$ cat src/rtl/song_pkg.sv
// Shared types for the song autoplayer: FSM states, tempo encodings and
// note-entry field layout ({end, rest, key, dur}, dur in the LSBs).
package song_pkg;

  typedef enum logic [1:0] {IDLE, FETCH, SOUND, GAP} state_t;

  localparam logic [1:0] TEMPO_NORMAL = 2'd0;
  localparam logic [1:0] TEMPO_FAST   = 2'd1;
  localparam logic [1:0] TEMPO_SLOW   = 2'd2;

  function automatic int entry_w(input int key_w, input int dur_w);
    return key_w + dur_w + 2;
  endfunction

  function automatic int key_lsb(input int dur_w);
    return dur_w;
  endfunction

  function automatic int rest_bit(input int key_w, input int dur_w);
    return dur_w + key_w;
  endfunction

  function automatic int end_bit(input int key_w, input int dur_w);
    return dur_w + key_w + 1;
  endfunction

  // Index width that stays legal when only one item exists.
  function automatic int sel_w(input int n);
    return (n > 1) ? $clog2(n) : 1;
  endfunction

endpackage

$ cat src/rtl/tempo_tick.sv
// Tick divider: one-cycle tick every N clocks, N chosen by tempo_sel and
// re-latched only at tick boundaries (or on clear).
module tempo_tick
  import song_pkg::*;
#(
  parameter int TICK_CYCLES = 12_500_000
) (
  input  logic       clk,
  input  logic       rst,
  input  logic       clr,
  input  logic       hold,
  input  logic [1:0] tempo_sel,
  output logic       tick
);

  localparam int CNT_W = (TICK_CYCLES * 2 > 1) ? $clog2(TICK_CYCLES * 2) : 1;
  localparam int HALF  = (TICK_CYCLES >= 2) ? TICK_CYCLES / 2 : 1;

  function automatic logic [CNT_W-1:0] limit_for(input logic [1:0] sel);
    case (sel)
      TEMPO_FAST: limit_for = CNT_W'(HALF - 1);
      TEMPO_SLOW: limit_for = CNT_W'(TICK_CYCLES * 2 - 1);
      default:    limit_for = CNT_W'(TICK_CYCLES - 1);
    endcase
  endfunction

  logic [CNT_W-1:0] count_reg;
  logic [CNT_W-1:0] limit_reg;

  assign tick = !clr && !hold && (count_reg == limit_reg);

  always_ff @(posedge clk or negedge rst) begin
    if (!rst) begin
      count_reg <= '0;
      limit_reg <= limit_for(TEMPO_NORMAL);
    end else if (clr) begin
      count_reg <= '0;
      limit_reg <= limit_for(tempo_sel);
    end else if (!hold) begin
      if (count_reg == limit_reg) begin
        count_reg <= '0;
        limit_reg <= limit_for(tempo_sel);
      end else begin
        count_reg <= count_reg + CNT_W'(1);
      end
    end
  end

endmodule

$ cat src/rtl/song_sequencer.sv
// Multi-song autoplayer: walks a note ROM (image supplied via SONG_INIT, entry 0
// in the LSBs) and drives key/key_on with tempo, rests, gaps, loop and pause.
module song_sequencer
  import song_pkg::*;
#(
  parameter int NUM_SONGS   = 4,
  parameter int MAX_NOTES   = 64,
  parameter int KEY_W       = 4,
  parameter int DUR_W       = 4,
  parameter int TICK_CYCLES = 12_500_000,
  parameter int GAP_TICKS   = 1,
  parameter logic [NUM_SONGS*MAX_NOTES*entry_w(KEY_W, DUR_W)-1:0] SONG_INIT = '0
) (
  input  logic                           clk,
  input  logic                           rst,
  input  logic                           start,
  input  logic                           stop,
  input  logic                           pause,
  input  logic                           loop_en,
  input  logic [sel_w(NUM_SONGS)-1:0]    song_sel,
  input  logic [1:0]                     tempo_sel,
  output logic [KEY_W-1:0]               key,
  output logic                           key_on,
  output logic                           busy,
  output logic [sel_w(MAX_NOTES)-1:0]    note_idx,
  output logic                           done
);

  localparam int ENTRY_W = entry_w(KEY_W, DUR_W);
  localparam int DEPTH   = NUM_SONGS * MAX_NOTES;
  localparam int ADDR_W  = sel_w(DEPTH);
  localparam int SONG_W  = sel_w(NUM_SONGS);
  localparam int IDX_W   = sel_w(MAX_NOTES);
  localparam logic [IDX_W-1:0] LAST_IDX = IDX_W'(MAX_NOTES - 1);

  logic [ENTRY_W-1:0] rom [DEPTH];
  logic [ENTRY_W-1:0] entry_q;
  logic [ADDR_W-1:0]  rom_addr;

  state_t             state_reg;
  logic [SONG_W-1:0]  song_reg, song_next;
  logic [IDX_W-1:0]   idx_reg, idx_next;
  logic               loop_reg;
  logic [KEY_W-1:0]   key_reg;
  logic               gate_reg;
  logic               done_reg;
  logic [DUR_W-1:0]   dur_reg, ticks_reg;
  logic [DUR_W-1:0]   ticks_inc, dur_eff, on_ticks;
  logic               tick, paused, note_off, advance, wrap;

  logic               entry_end, entry_rest;
  logic [KEY_W-1:0]   entry_key;
  logic [DUR_W-1:0]   entry_dur;

  generate
    for (genvar gi = 0; gi < DEPTH; gi++) begin : g_rom
      assign rom[gi] = SONG_INIT[gi*ENTRY_W +: ENTRY_W];
    end
  endgenerate

  assign entry_end  = entry_q[end_bit(KEY_W, DUR_W)];
  assign entry_rest = entry_q[rest_bit(KEY_W, DUR_W)];
  assign entry_key  = entry_q[key_lsb(DUR_W) +: KEY_W];
  assign entry_dur  = entry_q[DUR_W-1:0];

  tempo_tick #(
    .TICK_CYCLES (TICK_CYCLES)
  ) u_tempo_tick (
    .clk       (clk),
    .rst       (rst),
    .clr       (start || stop || (state_reg == FETCH)),
    .hold      (paused),
    .tempo_sel (tempo_sel),
    .tick      (tick)
  );

  always_comb begin
    paused    = pause && (state_reg != IDLE);
    dur_eff   = (dur_reg == '0) ? DUR_W'(1) : dur_reg;
    on_ticks  = (int'(dur_eff) > GAP_TICKS) ? dur_eff - DUR_W'(GAP_TICKS) : DUR_W'(1);
    ticks_inc = ticks_reg + DUR_W'(1);
    note_off  = (state_reg == SOUND) && tick && (ticks_inc == on_ticks);
    advance   = (note_off && (on_ticks == dur_eff)) ||
                ((state_reg == GAP) && tick && (ticks_inc == dur_eff));
    wrap      = ((state_reg == FETCH) && entry_end) || (advance && (idx_reg == LAST_IDX));

    // The ROM is addressed with the position being latched this cycle so the
    // entry is ready during FETCH without an extra wait state.
    song_next = song_reg;
    idx_next  = idx_reg;
    if (stop) begin
      song_next = song_reg;
    end else if (start) begin
      song_next = song_sel;
      idx_next  = '0;
    end else if (wrap) begin
      if (loop_reg) idx_next = '0;
    end else if (advance) begin
      idx_next = idx_reg + IDX_W'(1);
    end
    rom_addr = ADDR_W'(song_next) * ADDR_W'(MAX_NOTES) + ADDR_W'(idx_next);
  end

  always_ff @(posedge clk) begin
    entry_q <= rom[rom_addr];
  end

  always_ff @(posedge clk or negedge rst) begin
    if (!rst) begin
      state_reg <= IDLE;
      song_reg  <= '0;
      idx_reg   <= '0;
      loop_reg  <= 1'b0;
      key_reg   <= '0;
      gate_reg  <= 1'b0;
      done_reg  <= 1'b0;
      dur_reg   <= '0;
      ticks_reg <= '0;
    end else begin
      done_reg <= 1'b0;
      song_reg <= song_next;
      idx_reg  <= idx_next;
      if (stop) begin
        state_reg <= IDLE;
        gate_reg  <= 1'b0;
      end else if (start) begin
        state_reg <= FETCH;
        loop_reg  <= loop_en;
        gate_reg  <= 1'b0;
      end else begin
        case (state_reg)
          IDLE: ;
          FETCH: begin
            if (!entry_end) begin
              state_reg <= SOUND;
              key_reg   <= entry_key;
              gate_reg  <= !entry_rest;
              dur_reg   <= entry_dur;
              ticks_reg <= '0;
            end
          end
          SOUND: begin
            if (tick) begin
              ticks_reg <= ticks_inc;
              if (note_off) begin
                gate_reg <= 1'b0;
                if (!advance) state_reg <= GAP;
              end
            end
          end
          GAP: begin
            if (tick) ticks_reg <= ticks_inc;
          end
          default: state_reg <= IDLE;
        endcase
        if (wrap) begin
          if (loop_reg) begin
            state_reg <= FETCH;
          end else begin
            state_reg <= IDLE;
            done_reg  <= 1'b1;
          end
        end else if (advance) begin
          state_reg <= FETCH;
        end
      end
    end
  end

  assign key      = key_reg;
  assign key_on   = gate_reg && !paused;
  assign busy     = (state_reg != IDLE);
  assign note_idx = idx_reg;
  assign done     = done_reg;

endmodule

$ cat config.mk
export PLATFORM = sky130hd
export DESIGN_NAME = song_sequencer
export DESIGN_NICKNAME = d
export VERILOG_FILES = /design/src/rtl/song_pkg.sv /design/src/rtl/tempo_tick.sv /design/src/rtl/song_sequencer.sv
export SDC_FILE = /design/constraint.sdc
export NUM_CORES = 1
export LEC_CHECK = 0
export CELL_PAD_IN_SITES_DETAIL_PLACEMENT = 0
export CELL_PAD_IN_SITES_GLOBAL_PLACEMENT = 1
export CORE_ASPECT_RATIO = 1.1
export CORE_UTILIZATION = 39
export DETAILED_ROUTE_END_ITERATION = 10
export DONT_BUFFER_PORTS = 1
export PLACE_DENSITY = 0.66
export SETUP_SLACK_MARGIN = 0.1
export SYNTH_ARGS = -nofsm -noshare
export SYNTH_HDL_FRONTEND = slang
export SYNTH_SLANG_ARGS = --single-unit
$ cat constraint.sdc
create_clock -name clk -period 4.91 [get_ports clk]
set_input_delay 0.7365 -clock clk [delete_from_list [all_inputs] [get_ports clk]]
set_output_delay 0.7365 -clock clk [all_outputs]
set_load 0.01 [all_outputs]
[Word level (Yosys, flattened, before mapping)]
Memories as Yosys holds them, arrays and structs flattened. A register that Yosys moved wholly into a read port is not among the register bits.
Cells that the tools add are included.
Word-level totals
  flip-flop bits (word level): 75
  memory bits (read-only): 2560
  bits of input ports: 10
  output and inout bits: 13
  word-level logic and storage cells: 110
  memories kept: 1
Memories
  (name not given): words 256, width 10, read ports 1, clocked after Yosys merged registers in 1, write ports 0, line song_sequencer.sv:105  | entry_q <= rom[rom_addr];
Operators by class
  add/subtract/negate cells: 5
  $lt $le $gt $ge: 1
  equal/unequal tests: 19
  muxes and demuxes: 38
  bitwise gates (word level): 4
  reductions and logical operators: 31
Operator list (number)
  $mux W25: 6
  $pmux W25 S2: 1
  $mux W6: 5
  $add A25 B1 Y25 const B: 1
  $eq A25 B25 Y1: 1
  $mux W2: 9
  $ne A6 B6 Y1 const B: 3
  $mux W4: 4
  $eq A4 B4 Y1: 3
  $ne A4 B4 Y1 const B: 3
  $reduce_and A4 Y1: 3
  $logic_and A1 B1 Y1: 11
  $mux W1: 10
  $not A8 Y9: 1
  $add A8 B6 Y8: 1
  $pmux W4 S2: 1
  $add A6 B1 Y6 const B: 1
  $eq A2 B2 Y1 const B: 3
  $eq A6 B6 Y1 const B: 1
  $reduce_bool A2 Y1: 3
  $reduce_bool A6 Y1: 1
  $reduce_and A5 Y1: 1
  $add A4 B1 Y4 const B: 1
  $eq A2 B1 Y1 const B: 2
  other kinds (13): 22

[Logic depth before layout (Yosys ltp)]
  depth after elaboration: 16
  depth in mapped cells: 9
  mapped depth without buffers: 8

[Hierarchy]
A second synthesis with hierarchy kept.
Second synthesis, totals
  cell total of the unflattened synthesis: 287
  area total of the unflattened synthesis: 2788.9 um2
By module, submodules not included
  tempo_tick: instances 1, cells an instance 188, area each 1773.0 um2, seq. area each 779.5 um2
  song_sequencer: instances 1, cells an instance 99, area each 1016.0 um2, seq. area each 375.4 um2

[Least setup slack after synthesis]
OpenSTA, ideal clock, no wires.
  path kind: in2reg
  start point: input start
  end point: register idx_reg[0], in the netlist note_idx[0]
  library setup time: 0.069 ns
  data arrival time: 2.198 ns
  data required time: 4.841 ns
  path slack: 2.643 ns
  stages: 8
  buffers on the path: 2
  cells stage by stage: buf_2 -> nor3_2 -> and2b_1 -> and3_1 -> buf_2 -> nand3_2 -> or4_1 -> nand3_1
On the way
  cells in the longest elaborated chain, start to end: 14
  elaborated cells between the ends (all ways): 17
  those cells by class: mux: 4; reduce/logical: 13
Ends and longest elaborated chain
  from (decl): line song_sequencer.sv:16  | input logic start,
  $logic_or A1 B1 Y1 (2 in a row): line song_sequencer.sv:71  | .clr (start || stop || (state_reg == FETCH)),
  $logic_not A1 Y1: line tempo_tick.sv:30  | assign tick = !clr && !hold && (count_reg == limit_reg);
  $logic_and A1 B1 Y1 (2 in a row): line tempo_tick.sv:30
  $logic_and A1 B1 Y1 (2 in a row): line song_sequencer.sv:82  | note_off = (state_reg == SOUND) && tick && (ticks_inc == on_ticks);
  $logic_and A1 B1 Y1: line song_sequencer.sv:83  | advance = (note_off && (on_ticks == dur_eff)) ||
  $logic_or A1 B1 Y1: line song_sequencer.sv:83
  $logic_and A1 B1 Y1: line song_sequencer.sv:85  | wrap = ((state_reg == FETCH) && entry_end) || (advance && (idx_reg == LAST_IDX));
  $logic_or A1 B1 Y1: line song_sequencer.sv:85
  $mux W6: line song_sequencer.sv:96  | end else if (wrap) begin
  $mux W6 (*): line song_sequencer.sv:93  | end else if (start) begin
  $mux W6 (*): line song_sequencer.sv:91  | if (stop) begin
  to (signal assigned): line song_sequencer.sv:122  | idx_reg <= idx_next;
  to (decl): line song_sequencer.sv:42  | logic [IDX_W-1:0] idx_reg, idx_next;
Every way passes the cells marked *; elsewhere a longest branch is shown, timed or not.
A chain may end at the register's enable or synchronous reset.

[Worst setup path after layout]
  start point: register state_reg[1]
  end point: register u_tempo_tick.count_reg[15]
On the way
  cells in the longest elaborated chain, start to end: 3
  elaborated cells between the ends (all ways): 6
  those cells by class: eq/ne: 2; mux: 1; reduce/logical: 3
Ends and longest elaborated chain
  from (decl): line song_sequencer.sv:40  | state_t state_reg;
  from (signal assigned): line song_sequencer.sv:110  | state_reg <= IDLE;
  from (signal assigned): line song_sequencer.sv:124  | state_reg <= IDLE;
  from (signal assigned): line song_sequencer.sv:127  | state_reg <= FETCH;
  $eq A2 B1 Y1 / $reduce_bool A2 Y1 (equally long branches): line song_sequencer.sv:71, song_sequencer.sv:78
  $logic_or A1 B1 Y1 / $logic_and A1 B1 Y1 (equally long branches): line song_sequencer.sv:71, song_sequencer.sv:78
  $ne A2 B1 Y1 (no line) / $mux W25 (equally long branches)
  to (signal assigned): line tempo_tick.sv:44  | count_reg <= count_reg + CNT_W'(1);
  to (decl): line tempo_tick.sv:27  | logic [CNT_W-1:0] count_reg;
Several ways; a longest one is shown, not always the timed one.

==> flow_summary_export.csv <==
group,metric,value,unit
run_status,status,"finished clean",
finish,largest_reg_flops,25,
clock_tree,numClockSinks,46,
power,clkPwrFrac,36.7,%
worst_setup_path,r2r_setup_slack,2.46,ns
routing,vias,2016,
job,max-cap-violations,0,
timing,rsz0062_at_grt,"false",
power,pwr-share-seq,53.5,%
routing,wl_per_cell,15.0,um
logic_synthesis,ys_seq_area_share,41.7,%
logic_synthesis,synth_enable_flop_cells,0,
placed_design,finalWeightedCongestion,0.763,
logic_synthesis,synthArstFlopShare,100,%
worst_setup_path,reg2regPathDepth,8,
logic_synthesis,syn_area_per_cell,9.45,um2
power,vdd_drop_max,0.126,mV
logic_synthesis,synthFlopType,"dfrtp_1",
floorplan,start_util,41.3,%
finish,nets,315,
worst_setup_path,timing_worst_setup_path_type,"reg2reg",
clock_tree,cts_tree,"built",
hold_path,min_path_type,"in2async",
timing,tightest_slew,0.922,ns
logic_synthesis,netlist_area,2770,um2
logic_synthesis,synth_top_cell_by_area,"dfrtp_1",
clock_tree,cts_buffer_depth,2,
power,p_leak,1.29,nW
worst_setup_path,reg2reg_to,"u_tempo_tick.count_reg[15]",
power,intPower,0.000579,W
routing,postRouteAntennaNets,0,
timing,hold_violations,0,
routing,drc_errors,0,
grt,grt_usage,17.1,%
floorplan,core-area,6710,um2
timing,final-setup-viol-count,0,
timing,fin_hold_ws,0.120,ns
timing,maxSlewHeadroom,38.0,%
worst_setup_path,required,5.09,ns
timing,tns,0,ns
finish,stdcell_area,2930,um2
placed_design,dp_slack,2.41,ns
floorplan,die-width,82.4,um
floorplan,io_pins,23,
worst_setup_path,cp-startpoint,"state_reg[1]",
finish,syn_to_final_growth,5.78,%
worst_setup_path,worstSetupEndpointType,"flip-flop",
clock_tree,hold_buffers,0,
clock_tree,cts_resized,0,
worst_setup_path,worstSetupEndpoint,"u_tempo_tick.count_reg[15]",
clock_tree,h-tree-depth,2,
floorplan,die_area,7440,um2
clock_tree,insertion_delay,0.30,ns
timing,finalMaxSlewViolations,0,
logic_synthesis,synth_top_area_share,38.8,%
logic_synthesis,synthCells,293,
worst_setup_path,cp.arrival,2.63,ns
timing,skew,0.00737,ns
placed_design,port_buffers,0,
worst_setup_path,critPathMaxFanout,14,
power,power_density,264,nW/um2
finish,drive_gt1_share,7.48,%
timing,fin_ws,2.46,ns
timing,fin_crit,2.45,ns
grt,grt_pass1_vias,2014,
logic_synthesis,synthDistinctLibCells,53,
worst_setup_path,cp-start-kind,"flip-flop",
finish,antenna-diode-count,0,
logic_synthesis,synth.area.top_cells,"dfrtp_1 (39%), ha_1 (5.4%), xor2_1 (4.4%)",
grt,grt_max_degree,47,
placed_design,hpwl,4.02,mm
grt,grt-ovfl-total,0,
clock_tree,cts_setup_buffers,0,
grt,antenna_found_initial,0,
power,p_sw,0.000195,W
placed_design,placed_area,2820,um2
routing,viasPerCell,5.36,
clock_tree,cts_root_buf,"clkbuf_8",
clock_tree,numCtsBuffers,5,
worst_setup_path,rr_startpoint,"state_reg[1]",
clock_tree,path_clk_slew,0.09,ns
timing,post-route-period-util,49.8,%
finish,final_common_cell,"dfrtp_1",
power,comb_power_share,9.9,%
finish,layout_common_cells,"dfrtp_1 (43), nor2_1 (29), nand3_1 (22), nand2_1 (21), inv_1 (16)",
floorplan,die_h,90.4,um
logic_synthesis,synth_warnings,0,
routing,drt-total-wl,5.65,mm
timing,max_freq,409,MHz
logic_synthesis,synth_seq_cells,46,
routing,dr.pass1.iters,4,
power,switching_share,25.2,%
grt,grt_pass1_wl,9.86,mm
routing,drt_iter0_drc,96,
floorplan,num_rows,31,
==> power groups by stage <==
stage,combinational (W),clock [W],sequential [W]
floorplan,0.0000678,0,0.000416
global placement,0.0000762,0,0.000421
detailed placement,0.0000765,0,0.000421
CTS,0.0000770,0.000293,0.000414
global route,0.0000881,0.000309,0.000417
finish,0.0000762,0.000284,0.000414
==> synthesized netlist by cell type, types with 2 or more instances <==
library cell,count
nand3_1,22
dfrtp_1,43
a221o_1,2
and3_1,13
nand4_1,10
ha_1,12
nor2b_1,5
o22ai_1,3
nor2_1,29
dfstp_2,3
nand3b_1,3
and2_1,2
mux2i_1,9
o21ai_0,5
a21oi_1,7
clkbuf_1,2
nor3_2,2
buf_2,3
buf_4,6
nor4_1,4
xnor2_1,9
a32oi_1,2
o2111ai_1,2
and4_1,3
xor2_1,14
nand2b_1,5
inv_1,16
nand2_1,21
o211ai_1,3
nor3_1,7
mux2_2,4
==> worst max-delay path, stage by stage, from the launching register on <==
cell and delay, ns:
dfrtp_1 0.46, inv_1 0.11, ha_1 0.20, nor3_2 0.21, and2_0 0.65, nor2_1 0.30, nand4_1 0.19, xor2_1 0.15
nor2_1 0.05
==> logic make-up after synthesis <==
kind of cell               count (synthesis)  share of synthesized area, %
other                                      1                         0.135
buffers and inverters                     27                          4.61
xor gates and xnor gates                  23                          7.27
adders and majority gates                 12                          5.42
DFF                                       46                          41.7
muxes                                     13                          4.88
and+or+nand+nor                          135                          26.3
AOI/OAI and AO/OA                         36                          9.71
==> per-stage QoR <==
| step | power [W] | util, % | instances |
|---|---|---|---|
| after floorplan | 0.000483 | - | 296 |
| after global placement | 0.000497 | 42.1 | 368 |
| after detailed placement | 0.000498 | 42.1 | 368 |
| after CTS | 0.000784 | 43.7 | 376 |
| after global routing | 0.000814 | 43.7 | 376 |
| final | 0.000774 | 43.7 | 376 |
==> final cells by class <==
cell class              count  area (um2)
fillers                   676        3780
clock buffers               7        76.3
clock inverters             1        30.0
inverters                  16        60.1
repair buffers              1        7.51
multi-input cells         223        1500
flip-flops and latches     46        1150
well taps                  82         103
==> how the worst min path moves through the flow <==
stage / startpoint / to / slack [ns] / depth (start not counted)
5_1_grt: rst / u_tempo_tick.count_reg[12] / 0.09 / 0
3_3_place_gp: rst / u_tempo_tick.count_reg[8] / 0.44 / 0
6_report: rst / u_tempo_tick.limit_reg[22] / 0.12 / 0
2_1_floorplan: loop_reg / done / 0.43 / 1
3_5_place_dp: rst / u_tempo_tick.count_reg[8] / 0.44 / 0
4_1_cts: rst / note_idx[0] / 0.11 / 0
==> routing by layer <==
layer  routed length (um)  vias to the layer above  track usage [%]
li1                     -                     1031                -
met1                 2890                      962             24.6
met2                 2570                       21             25.3
met3                  139                        2             3.84
met4                   42                        0             4.82
met5                    0                        -                0
Note: power is estimated with default switching activity, not from simulation.
